===== src/rtl/serial_tx.sv =====
// serial_tx: valid/ready word in, start + LSB-first data (+ even parity with SERIAL_TX_PARITY_EN) + stop out on tx_line.
// tx_line falls the cycle after the handshake; ready only in IDLE or the last STOP cycle (no queue, producer holds).
module serial_tx #(
  parameter int DATA_W       = 8,
  parameter int CLKS_PER_BIT = 4
) (
  input  logic              clk,
  input  logic              rst,
  input  logic              tx_valid,
  input  logic [DATA_W-1:0] tx_data,
  output logic              tx_ready,
  output logic              tx_line,
  output logic              busy
);

  localparam int DIV_W = (CLKS_PER_BIT > 1) ? $clog2(CLKS_PER_BIT) : 1;
  localparam int BIT_W = (DATA_W > 1) ? $clog2(DATA_W) : 1;
  localparam logic [DIV_W-1:0] DIV_LAST = DIV_W'(CLKS_PER_BIT - 1);
  localparam logic [BIT_W-1:0] BIT_LAST = BIT_W'(DATA_W - 1);

`ifdef SERIAL_TX_PARITY_EN
  typedef enum logic [2:0] {IDLE, START, DATA, PARITY, STOP} state_t;
`else
  typedef enum logic [1:0] {IDLE, START, DATA, STOP} state_t;
`endif

  state_t            state_q, state_d;
  logic [DIV_W-1:0]  div_q, div_d;
  logic [BIT_W-1:0]  bit_q, bit_d;
  logic [DATA_W-1:0] shift_q, shift_d;
  logic              line_q, line_d;
  logic              ready_q, ready_d;
  logic              busy_q, busy_d;
`ifdef SERIAL_TX_PARITY_EN
  logic              parity_q, parity_d;
`endif

  logic              hs;
  logic              bit_end;
  logic [DATA_W-1:0] shifted;

  always_comb begin
    state_d = state_q;
    bit_d   = bit_q;
    shift_d = shift_q;
    line_d  = line_q;
`ifdef SERIAL_TX_PARITY_EN
    parity_d = parity_q;
`endif
    hs      = tx_valid & ready_q;
    bit_end = (div_q == DIV_LAST);
    shifted = shift_q >> 1;
    div_d   = bit_end ? '0 : div_q + DIV_W'(1);

    case (state_q)
      IDLE: begin
        div_d = '0;
      end
      START: begin
        if (bit_end) begin
          state_d = DATA;
          line_d  = shift_q[0];
        end
      end
      DATA: begin
        if (bit_end) begin
          if (bit_q == BIT_LAST) begin
            bit_d = '0;
`ifdef SERIAL_TX_PARITY_EN
            state_d = PARITY;
            line_d  = parity_q;
`else
            state_d = STOP;
            line_d  = 1'b1;
`endif
          end else begin
            bit_d   = bit_q + BIT_W'(1);
            shift_d = shifted;
            line_d  = shifted[0];
          end
        end
      end
`ifdef SERIAL_TX_PARITY_EN
      PARITY: begin
        if (bit_end) begin
          state_d = STOP;
          line_d  = 1'b1;
        end
      end
`endif
      STOP: begin
        if (bit_end) state_d = IDLE;
      end
      default: state_d = IDLE;
    endcase

    // ready_q is only high in IDLE or the last STOP cycle, so hs covers both entry points
    if (hs) begin
      state_d = START;
      shift_d = tx_data;
      line_d  = 1'b0;
      div_d   = '0;
      bit_d   = '0;
`ifdef SERIAL_TX_PARITY_EN
      parity_d = ^tx_data;
`endif
    end

    ready_d = (state_d == IDLE) || ((state_d == STOP) && (div_d == DIV_LAST));
    busy_d  = (state_d != IDLE);
  end

  always_ff @(posedge clk or posedge rst) begin
    if (rst) begin
      state_q  <= IDLE;
      div_q    <= '0;
      bit_q    <= '0;
      shift_q  <= '0;
      line_q   <= 1'b1;
      ready_q  <= 1'b1;
      busy_q   <= 1'b0;
`ifdef SERIAL_TX_PARITY_EN
      parity_q <= 1'b0;
`endif
    end else begin
      state_q  <= state_d;
      div_q    <= div_d;
      bit_q    <= bit_d;
      shift_q  <= shift_d;
      line_q   <= line_d;
      ready_q  <= ready_d;
      busy_q   <= busy_d;
`ifdef SERIAL_TX_PARITY_EN
      parity_q <= parity_d;
`endif
    end
  end

  assign tx_line  = line_q;
  assign tx_ready = ready_q;
  assign busy     = busy_q;

endmodule

===== config.mk =====
export PLATFORM = sky130hd
export DESIGN_NAME = serial_tx
export DESIGN_NICKNAME = d
export VERILOG_FILES = /design/src/rtl/serial_tx.sv
export SDC_FILE = /design/constraint.sdc
export NUM_CORES = 1
export LEC_CHECK = 0
export BUFFER_PORTS_ARGS = -buffer_cell sky130_fd_sc_hd__buf_2
export CORE_MARGIN = 2
export CORE_UTILIZATION = 40
export CTS_BUF_LIST = sky130_fd_sc_hd__clkbuf_4
export DETAILED_ROUTE_END_ITERATION = 16
export SYNTH_ARGS = -nofsm -noshare
export SYNTH_HDL_FRONTEND = slang
export SYNTH_SLANG_ARGS = --single-unit

===== constraint.sdc =====
create_clock -name clk -period 2.05 [get_ports clk]
set_input_delay 0.1025 -clock clk [delete_from_list [all_inputs] [get_ports clk]]
set_output_delay 0.1025 -clock clk [all_outputs]
set_load 0.01 [all_outputs]

==> flow_metrics.py, run 1 <==
metrics = {
    "pwr": {
        "power-per-cell-area_nw_per_um2": 1270,
        "leakagePower_uw": 0.000491,
        "power_uw": 1310,
        "irDropWorstVdd_v": 0.000675,
    },
    "floorplanning": {
        "coreArea_um2": 2210,
        "ios": 14,
        "dieHeight_um": 52.4,
        "die_w_um": 52.4,
        "die-area_um2": 2750,
        "start_util_pct": 42.4,
        "num_rows": 17,
    },
    "global_route": {
        "grt_pass1_vias": 648,
        "grtUsageTotal_pct": 14.4,
        "grt_overflow": 0,
        "grt_pass1_wl_mm": 2.85,
        "antenna_found_initial": 0,
        "grt_max_degree": 19,
    },
    "sta": {
        "fin_crit_sh_pct": 80.3,
        "tightestPinTransition_ps": 701,
        "hold_viol_final": 0,
        "slew_viol_final": 0,
        "maxSlewHeadroom_pct": 53.2,
        "rsz0062_at_grt": "false",
        "skew_ps": 7.73,
        "max_freq_mhz": 607,
        "fin_tns_setup_ps": 0,
        "timing.final.crit_period_ps": 1650,
        "setup_violations": 0,
    },
    "synth": {
        "yosysWarnings": 0,
        "ys_types": 31,
        "syn_nets": 90,
        "synth_area_um2": 937,
        "synthCells": 76,
        "ys_seq_area_share_pct": 48.3,
        "ys_ff_latch": 18,
        "syn_area_per_cell_um2": 12.3,
    },
    "min_path": {
        "min_path_type": "in2reg",
        "hp-start": "tx_data[7]",
    },
    "route": {
        "wl_mm": 1.62,
        "dr.max_layer_used": "met4",
        "postRouteAntennaNets": 0,
        "wl_met2_um": 767,
        "via_per_inst": 5.24,
        "wl_met3_um": 69,
        "wl_met1_um": 768,
        "drt-initial-drc-count": 13,
        "routedWlPerCell_um": 13.8,
        "drc": 0,
        "vias": 613,
        "dr.pass1.iters": 4,
    },
    "setup_path": {
        "rr_startpoint": "div_q[0]",
        "cpMaxStageDelayCell": "ha_1",
        "critical_path.cell_chain": "ha_1, nand3b_1, or3_1, a21oi_1",
        "crit_required_ps": 2270,
        "cp_max_fo": 10,
        "end_kind": "register",
        "arrival_ps": 1860,
        "cp-startpoint": "div_q[0]",
        "cp_slowest_stage_delay_ps": 420,
        "path_delay_family": "simple AND/OR/NAND/NOR gates",
        "path_buf_inv": 0,
        "path_class": "reg2reg",
        "worstSetupStartpointType": "register",
    },
    "finish": {
        "syn2layout_area_growth_pct": 10.1,
        "fillers": 218,
        "regArea_um2": 453,
        "antenna_cells": 0,
        "final_cell_area_um2": 1030,
        "drive_gt1_share_pct": 41.6,
        "fin_nets": 104,
        "fin_util_pct": 46.7,
        "multi_input_area_um2": 432,
    },
    "clocking": {
        "cts_made_buffers": 3,
        "clockRootBuffer": "clkbuf_4",
        "cts_tree": "built",
        "clk_pin_slew_worst_paths_ps": 100,
        "cts.sinks": 18,
        "clock_path_buffers": 2,
        "insertion_delay_ps": 290,
        "htree_levels": 1,
    },
    "placed_design": {
        "globalplace.congestion": 0.744,
        "hpwl_mm": 1.10,
        "place_area_um2": 996,
        "io_buffers": 13,
    },
    "job": {
        "maxCapViolCount": 0,
    },
    "run_status": {
        "status": "finished clean",
    },
}
kinds of logic (layout without fill, tap and decap cells):
| group | count (synthesis) | in the layout | synth area share [%] |
|---|---|---|---|
| DFF | 18 | 18 | 48.3 |
| and+or+nand+nor | 18 | 18 | 11.2 |
| muxes | 15 | 15 | 19.1 |
| AOI/OAI and AO/OA | 12 | 12 | 9.88 |
| buffers and inverters | 8 | 21 | 5.61 |
| adders and majority gates | 3 | 3 | 4.01 |
| xor gates and xnor gates | 2 | 2 | 1.87 |
cells in the mapped netlist:
master     number  area, µm²
ha_1            3       37.5
a31oi_4         1       21.3
o211ai_1        1       7.51
or2_2           1       6.26
xor2_1          2       17.5
nand3b_1        1       7.51
nand2_1         4       15.0
nor2_1          3       11.3
inv_1           3       11.3
mux2i_1         1       10.0
o221ai_1        1       8.76
a22o_2          1       10.0
a21oi_1         3       15.0
buf_2           3       15.0
dfstp_2         2       52.6
a2bb2oi_1       1       8.76
nor4_1          1       6.26
mux2_2         11        124
o21ai_0         3       15.0
buf_6           1       11.3
or3_1           1       6.26
a31oi_1         1       6.26
nand4_1         1       6.26
mux2_4          3       45.0
dfrtp_1        16        400
buf_8           1       15.0
and3_1          2       12.5
nor2b_2         1       8.76
or4b_1          1       10.0
nor2b_1         1       6.26
and2_4          1       8.76
layer usage:
| layer | up-vias | track usage, % |
|---|---|---|
| met5 | - | 0 |
| met4 | 0 | 9.83 |
| met3 | 2 | 3.71 |
| met2 | 18 | 22.7 |
| met1 | 295 | 17.1 |
| li1 | 298 | - |
through the flow:
step | worst slack [ps] | hold slack, ps | std cells
global placement | 450 | 231 | 112
finish | 404 | 36.4 | 117
CTS | 402 | 26.2 | 117
floorplan | 457 | 39.6 | 76
detailed placement | 431 | 245 | 112
global route | 267 | 26.1 | 117
cell usage in the layout, fill, tap and decap left out, drive strengths merged, types with 2 or more instances in the layout:
cell / Yosys / final
dfstp: 2 / 2
and3: 2 / 2
a31oi: 2 / 2
dfrtp: 16 / 16
nand2: 4 / 4
a21oi: 3 / 3
clkbuf: 0 / 3
nor2b: 2 / 2
inv: 3 / 3
ha: 3 / 3
o21ai: 3 / 3
xor2: 2 / 2
buf: 5 / 13
nor2: 3 / 3
mux2: 14 / 14
registers in the layout (all words and copies together), names as in the netlist:
signal    cells
shift_q       8
div_q         2
state_q       2
bit_q         3
tx_line       1
busy          1
tx_ready      1
final timing paths:
kind | depth (start not counted) | slack [ps] | end
worst max-delay path | 4 | 400 | bit_q[0]
worst min-delay path | 2 | 40 | shift_q[7]
min in group asynchronous | 3 | 450 | shift_q[2]
max in group asynchronous | 3 | 1140 | bit_q[0]
worst min register to register | 1 | 490 | div_q[0]
worst max register to register | 4 | 400 | bit_q[0]
repair_timing:
item                                    in CTS  in global routing
endpoints found under the setup margin       0                  0
hold endpoints to repair                    16                  0
resized for setup                            0                  0
setup buffers                                0                  0
hold buffers                                 1                  0
worst reg2reg max path: cells and delay by family (launching register included):
family                     cells  cell delay (ps)
adders and majority gates      1              420
AOI/OAI and AO/OA              1              150
DFF                            1              390
and+or+nand+nor                2              630
area by class of cell:
class,instances,share of cell area [%]
clock buffer,3,2.18
inverter,3,1.09
tap,28,3.39
multi-input combinational,50,41.8
timing repair buffer,14,7.27
sequential,18,43.9
clock inverter,1,0.364
power by group:
part | total [µW] | internal, µW | switching [µW]
logic | 509 | 294 | 215
registers | 625 | 510 | 114
clock network | 178 | 70.7 | 107
Power figures use the tool's default switching activity.
==> run 2, diff against run 1 <==
- ABC_AREA: unset -> 1
- clock period: 2.05 -> 1.4 ns (I/O delays scaled with it)
==> flow_metrics.py, run 2 <==
metrics = {
    "setup_path": {
        "reg2reg_depth": 6,
        "rr_startpoint": "bit_q[0]",
        "arrival_ps": 1510,
        "crit_required_ps": 1640,
        "end_kind": "register",
        "critical_path.cell_chain": "ha_1, ha_2, nand2_2, buf_4, nand3_1, nand2_1",
        "r2r_slack_ps": 140,
        "cp_max_fo": 4,
        "cp_slowest_stage_delay_ps": 410,
        "path_class": "reg2reg",
        "worstSetupStartpointType": "register",
        "rr_endpoint": "shift_q[6]",
        "cpMaxStageDelayCell": "dfrtp_1",
    },
    "finish": {
        "drive_gt1_share_pct": 25.5,
        "fin_util_pct": 50.9,
        "top_regs": "shift_q x8, bit_q x3",
        "top_register": "shift_q",
        "most-common-layout-cells": "nand2_1, nand3_1, dfrtp_1, buf_2, nor2_1",
        "syn2layout_area_growth_pct": 20.2,
        "layout_commonest_cell": "nand2_1",
        "final_cell_area_um2": 1130,
        "antenna_cells": 0,
        "fin_nets": 160,
        "largest_reg_flops": 8,
    },
    "global_route": {
        "grt_pass1_vias": 761,
        "grt_overflow": 0,
        "grt_max_degree": 19,
        "grt_pass1_wl_mm": 3.28,
        "antenna_found_initial": 0,
        "grtUsageTotal_pct": 16.6,
    },
    "sta": {
        "skew_ps": 3.59,
        "timing.final.crit_period_ps": 1260,
        "max_freq_mhz": 791,
        "hold_viol_final": 0,
        "maxSlewHeadroom_pct": 83.4,
        "tightestPinTransition_ps": 249,
        "rsz0062_at_grt": "false",
        "worst_slack_ps": 136,
        "fin_crit_sh_pct": 90.3,
        "setup_violations": 0,
        "fin_tns_setup_ps": 0,
        "slew_viol_final": 0,
    },
    "synth": {
        "yosysMostFrequentCell": "nand2_1",
        "async_reset_ff_share_pct": 100,
        "synth_area_um2": 937,
        "synthCells": 122,
        "syn_nets": 136,
        "ys_seq_area_share_pct": 48.3,
        "ys_top_cells_by_area": "dfrtp_1, nand2_1, nand3_1",
        "synth_edf_count": 0,
        "ys_ff_latch": 18,
        "syn_area_per_cell_um2": 7.68,
        "yosys.area.top_type_share_pct": 42.7,
        "synth_ff_type": "dfrtp_1",
        "ys_types": 17,
        "yosysTopAreaCell": "dfrtp_1",
        "synth_common_cells": "nand2_1, dfrtp_1, nand3_1",
        "yosysWarnings": 0,
    },
    "floorplanning": {
        "num_rows": 17,
        "dieHeight_um": 52.4,
        "die-area_um2": 2750,
        "start_util_pct": 42.4,
        "coreArea_um2": 2210,
        "ios": 14,
        "die_w_um": 52.4,
    },
    "clocking": {
        "cts_made_buffers": 3,
        "cts.sinks": 18,
        "cts_tree": "built",
        "clock_path_buffers": 2,
        "insertion_delay_ps": 300,
        "htree_levels": 1,
        "clockRootBuffer": "clkbuf_4",
        "clk_pin_slew_worst_paths_ps": 110,
    },
    "run_status": {
        "status": "finished clean",
    },
    "pwr": {
        "leakagePower_uw": 0.000621,
        "power-per-cell-area_nw_per_um2": 1710,
        "irDropWorstVdd_v": 0.00104,
    },
    "route": {
        "routedWlPerCell_um": 10.5,
        "dr.max_layer_used": "met4",
        "dr.pass1.iters": 4,
        "drc": 0,
        "wl_met1_um": 939,
        "wl_mm": 1.82,
        "vias": 805,
        "wl_met3_um": 53,
        "drt-initial-drc-count": 12,
        "postRouteAntennaNets": 0,
        "wl_met2_um": 813,
        "via_per_inst": 4.65,
    },
    "placed_design": {
        "place_ws_ps": 54.1,
        "hpwl_mm": 1.32,
        "place_area_um2": 1060,
        "globalplace.congestion": 0.767,
        "io_buffers": 13,
    },
    "job": {
        "maxCapViolCount": 0,
    },
    "min_path": {
        "min_path_type": "in2reg",
        "hold_depth": 5,
        "hp-start": "tx_data[3]",
        "hold_path_end": "shift_q[3]",
    },
}
run 2: final cells by class:
class / instances / area, µm²
Inverter: 10 / 37.5
Tap cell: 28 / 35.0
Timing Repair Buffer: 20 / 123
Multi-Input combinational cell: 93 / 452
Sequential cell: 18 / 453
Clock buffer: 3 / 22.5
Fill cell: 233 / 1090
Clock inverter: 1 / 3.75
run 2: repair_timing:
item	CTS	global route
hold endpoints to repair	17	0
setup endpoints to repair	0	9
hold buffers	2	0
buffers inserted	0	1
gates resized for setup	0	4
run 2: cell families (layout without fill, tap and decap cells):
family	Yosys count	after routing	synth area share, %
flops	18	18	48.3
buf+inv	11	34	4.81
simple gates	88	88	41.4
fa+ha+maj	3	3	4.01
compound gates	2	2	1.47
run 2: report_power, final:
group	total, µW	internal, µW	switching (µW)
sequential	872	739	132
combinational	775	297	478
clock	278	104	175
run 2: worst max-delay path by stage:
| stage | slack, ps | startpoint | cells after the start | endpoint |
|---|---|---|---|---|
| finish | 140 | bit_q[0] | 6 | shift_q[6] |
| global route | 8 | bit_q[0] | 6 | shift_q[5] |
| CTS | 30 | bit_q[0] | 6 | shift_q[6] |
| detailed placement | 50 | bit_q[0] | 6 | shift_q[6] |
| global placement | 80 | bit_q[0] | 6 | shift_q[5] |
| floorplan | 90 | bit_q[0] | 6 | shift_q[0] |
run 2: metrics by stage:
step | total power (µW) | cells | hold WS, ps
after floorplan | 1460 | 122 | 7.11
after global placement | 1630 | 166 | 99.6
after detailed placement | 1650 | 166 | 99.5
after CTS | 1930 | 172 | 84.4
after global routing | 2130 | 173 | 101
final | 1920 | 173 | 86.8
run 2: critical path, delay by kind of cell, from the launching register on:
family | cells | cell delay [ps]
flip-flops | 1 | 410
adder cells (fa/ha/maj) | 2 | 410
AND/OR/NAND/NOR | 3 | 280
buffers and inverters | 1 | 130
run 2: metal layers:
metal	vias to the layer above	track usage [%]
met1	361	23.6
met4	0	7.69
li1	431	-
met3	2	3.43
met2	11	24.0
met5	-	0
==> run 3, diff against run 2 <==
==> constraint.sdc (replaced) <==
create_clock -name clk -period 1.4 [get_ports clk]
set_input_delay 0.14 -clock clk [delete_from_list [all_inputs] [get_ports clk]]
set_output_delay 0.14 -clock clk [all_outputs]
set_load 0.01 [all_outputs]
==> flow_metrics.py, run 3 (same netlist as run 2, synthesis figures left out) <==
metrics = {
    "finish": {
        "largest_reg_flops": 8,
        "most-common-layout-cells": "nand2_1, nand3_1, dfrtp_1, buf_2, nor2_1",
        "multi_input_area_um2": 452,
        "regArea_um2": 453,
        "fin_cells": 172,
        "final_cell_area_um2": 1120,
        "syn2layout_area_growth_pct": 19.1,
        "layout_commonest_cell": "nand2_1",
        "top_regs": "shift_q x8, bit_q x3",
        "top_register": "shift_q",
        "fillers": 235,
        "drive_gt1_share_pct": 25.7,
        "antenna_cells": 0,
        "fin_nets": 159,
    },
    "setup_path": {
        "cp_slowest_stage_delay_ps": 410,
        "rr_endpoint": "shift_q[6]",
        "path_class": "reg2reg",
        "end_kind": "register",
        "cp_max_fo": 4,
        "crit_required_ps": 1640,
        "reg2reg_depth": 6,
        "cpMaxStageDelayCell": "dfrtp_1",
        "cp-startpoint": "bit_q[0]",
        "rr_startpoint": "bit_q[0]",
        "arrival_ps": 1510,
        "critical_path.cell_chain": "ha_1, ha_2, nand2_2, buf_4, nand3_1, nand2_1",
        "r2r_slack_ps": 140,
        "worstSetupStartpointType": "register",
        "crit_end": "shift_q[6]",
    },
    "floorplanning": {
        "die-area_um2": 2750,
        "dieHeight_um": 52.4,
        "start_util_pct": 42.4,
        "num_rows": 17,
        "ios": 14,
        "coreArea_um2": 2210,
        "die_w_um": 52.4,
    },
    "route": {
        "vias": 799,
        "postRouteAntennaNets": 0,
        "routedWlPerCell_um": 10.6,
        "dr.pass1.iters": 4,
        "drc": 0,
        "wl_mm": 1.82,
        "via_per_inst": 4.65,
        "drt-initial-drc-count": 12,
    },
    "global_route": {
        "grt_pass1_wl_mm": 3.28,
        "grtUsageTotal_pct": 16.6,
        "grt_overflow": 0,
        "grt_max_degree": 19,
        "grt_pass1_vias": 761,
        "antenna_found_initial": 0,
    },
    "pwr": {
        "clock_power_share_pct": 14.5,
        "leakagePower_uw": 0.000616,
        "p_sw_share_pct": 40.8,
        "power-per-cell-area_nw_per_um2": 1720,
        "power_uw": 1920,
        "seqPwrFrac_pct": 45.3,
        "irDropWorstVdd_v": 0.00104,
        "pwr-share-comb_pct": 40.2,
        "p_int_uw": 1140,
        "p_switching_uw": 784,
    },
    "clocking": {
        "cts_made_buffers": 3,
        "cts.sinks": 18,
        "clockRootBuffer": "clkbuf_4",
        "clock_path_buffers": 2,
        "clk_pin_slew_worst_paths_ps": 110,
        "htree_levels": 1,
        "cts_tree": "built",
        "insertion_delay_ps": 300,
    },
    "sta": {
        "slew_viol_final": 0,
        "hold_viol_final": 0,
        "max_freq_mhz": 791,
        "fin_crit_sh_pct": 90.3,
        "rsz0062_at_grt": "false",
        "setup_violations": 0,
        "fin_tns_setup_ps": 0,
        "timing.final.crit_period_ps": 1260,
        "tightestPinTransition_ps": 249,
        "maxSlewHeadroom_pct": 83.4,
        "skew_ps": 3.58,
        "whs_ps": 48.9,
    },
    "placed_design": {
        "globalplace.congestion": 0.767,
        "io_buffers": 13,
        "hpwl_mm": 1.32,
        "place_area_um2": 1060,
        "place_inst": 166,
    },
    "run_status": {
        "status": "finished clean",
    },
    "job": {
        "maxCapViolCount": 0,
    },
    "min_path": {
        "min_path_type": "in2reg",
    },
}
-- run 3: cell count changes in the layout (fill, tap and decap cells not counted) --
| cell | previous run | this run |
|---|---|---|
| dlygate4sd3_1 | 2 | 1 |
-- run 3: power groups by stage --
stage | clock (µW) | sequential (µW) | combinational, µW
floorplan | 0 | 877 | 580
global placement | 0 | 876 | 758
detailed placement | 0 | 880 | 768
CTS | 286 | 869 | 774
global route | 308 | 907 | 916
finish | 278 | 872 | 773
-- run 3: per-layer routing --
| layer | global-route usage (%) | vias to the layer above | share of wire (%) |
|---|---|---|---|
| met4 | 7.69 | 0 | 0.88 |
| met1 | 23.6 | 357 | 52 |
| li1 | - | 429 | - |
| met2 | 24.0 | 11 | 44 |
| met3 | 3.43 | 2 | 3.1 |
| met5 | 0 | - | 0 |
-- run 3: critical path, delay by kind of cell, from the launching register on --
family	cells	cell delay (ps)
flip-flops	1	410
adder cells (fa/ha/maj)	2	410
AND/OR/NAND/NOR	3	280
buffers and inverters	1	130
-- run 3: area by class of cell --
type	count	area share (%)
sequential	18	40.6
timing repair buffer	19	10.1
clock inverter	1	0.336
multi-input combinational	93	40.5
tap	28	3.14
clock buffer	3	2.02
inverter	10	3.36
-- run 3: how the worst min path moves through the flow --
| stage | slack, ps | from | cells past startpoint | end |
|---|---|---|---|---|
| after global placement | 170 | rst | 3 | busy |
| after floorplan | 80 | rst | 1 | bit_q[0] |
| after global routing | 70 | tx_data[7] | 3 | shift_q[7] |
| final | 50 | tx_data[7] | 3 | shift_q[7] |
| after CTS | 50 | tx_data[7] | 3 | shift_q[7] |
| after detailed placement | 170 | rst | 3 | busy |
-- run 3: what timing repair did --
item | CTS | global route
endpoints found under the setup margin | 0 | 9
hold endpoints to repair | 16 | 0
hold buffers | 1 | 0
gates resized for setup | 0 | 4
buffers inserted | 0 | 1
-- run 3: stage by stage --
stage          setup slack, ps  util (%)
3_5_place_dp              54.1      47.9
6_report                   136      50.5
4_1_cts                   25.7      49.5
3_3_place_gp              77.1      47.9
2_1_floorplan             92.4         -
5_1_grt                   8.49      50.5
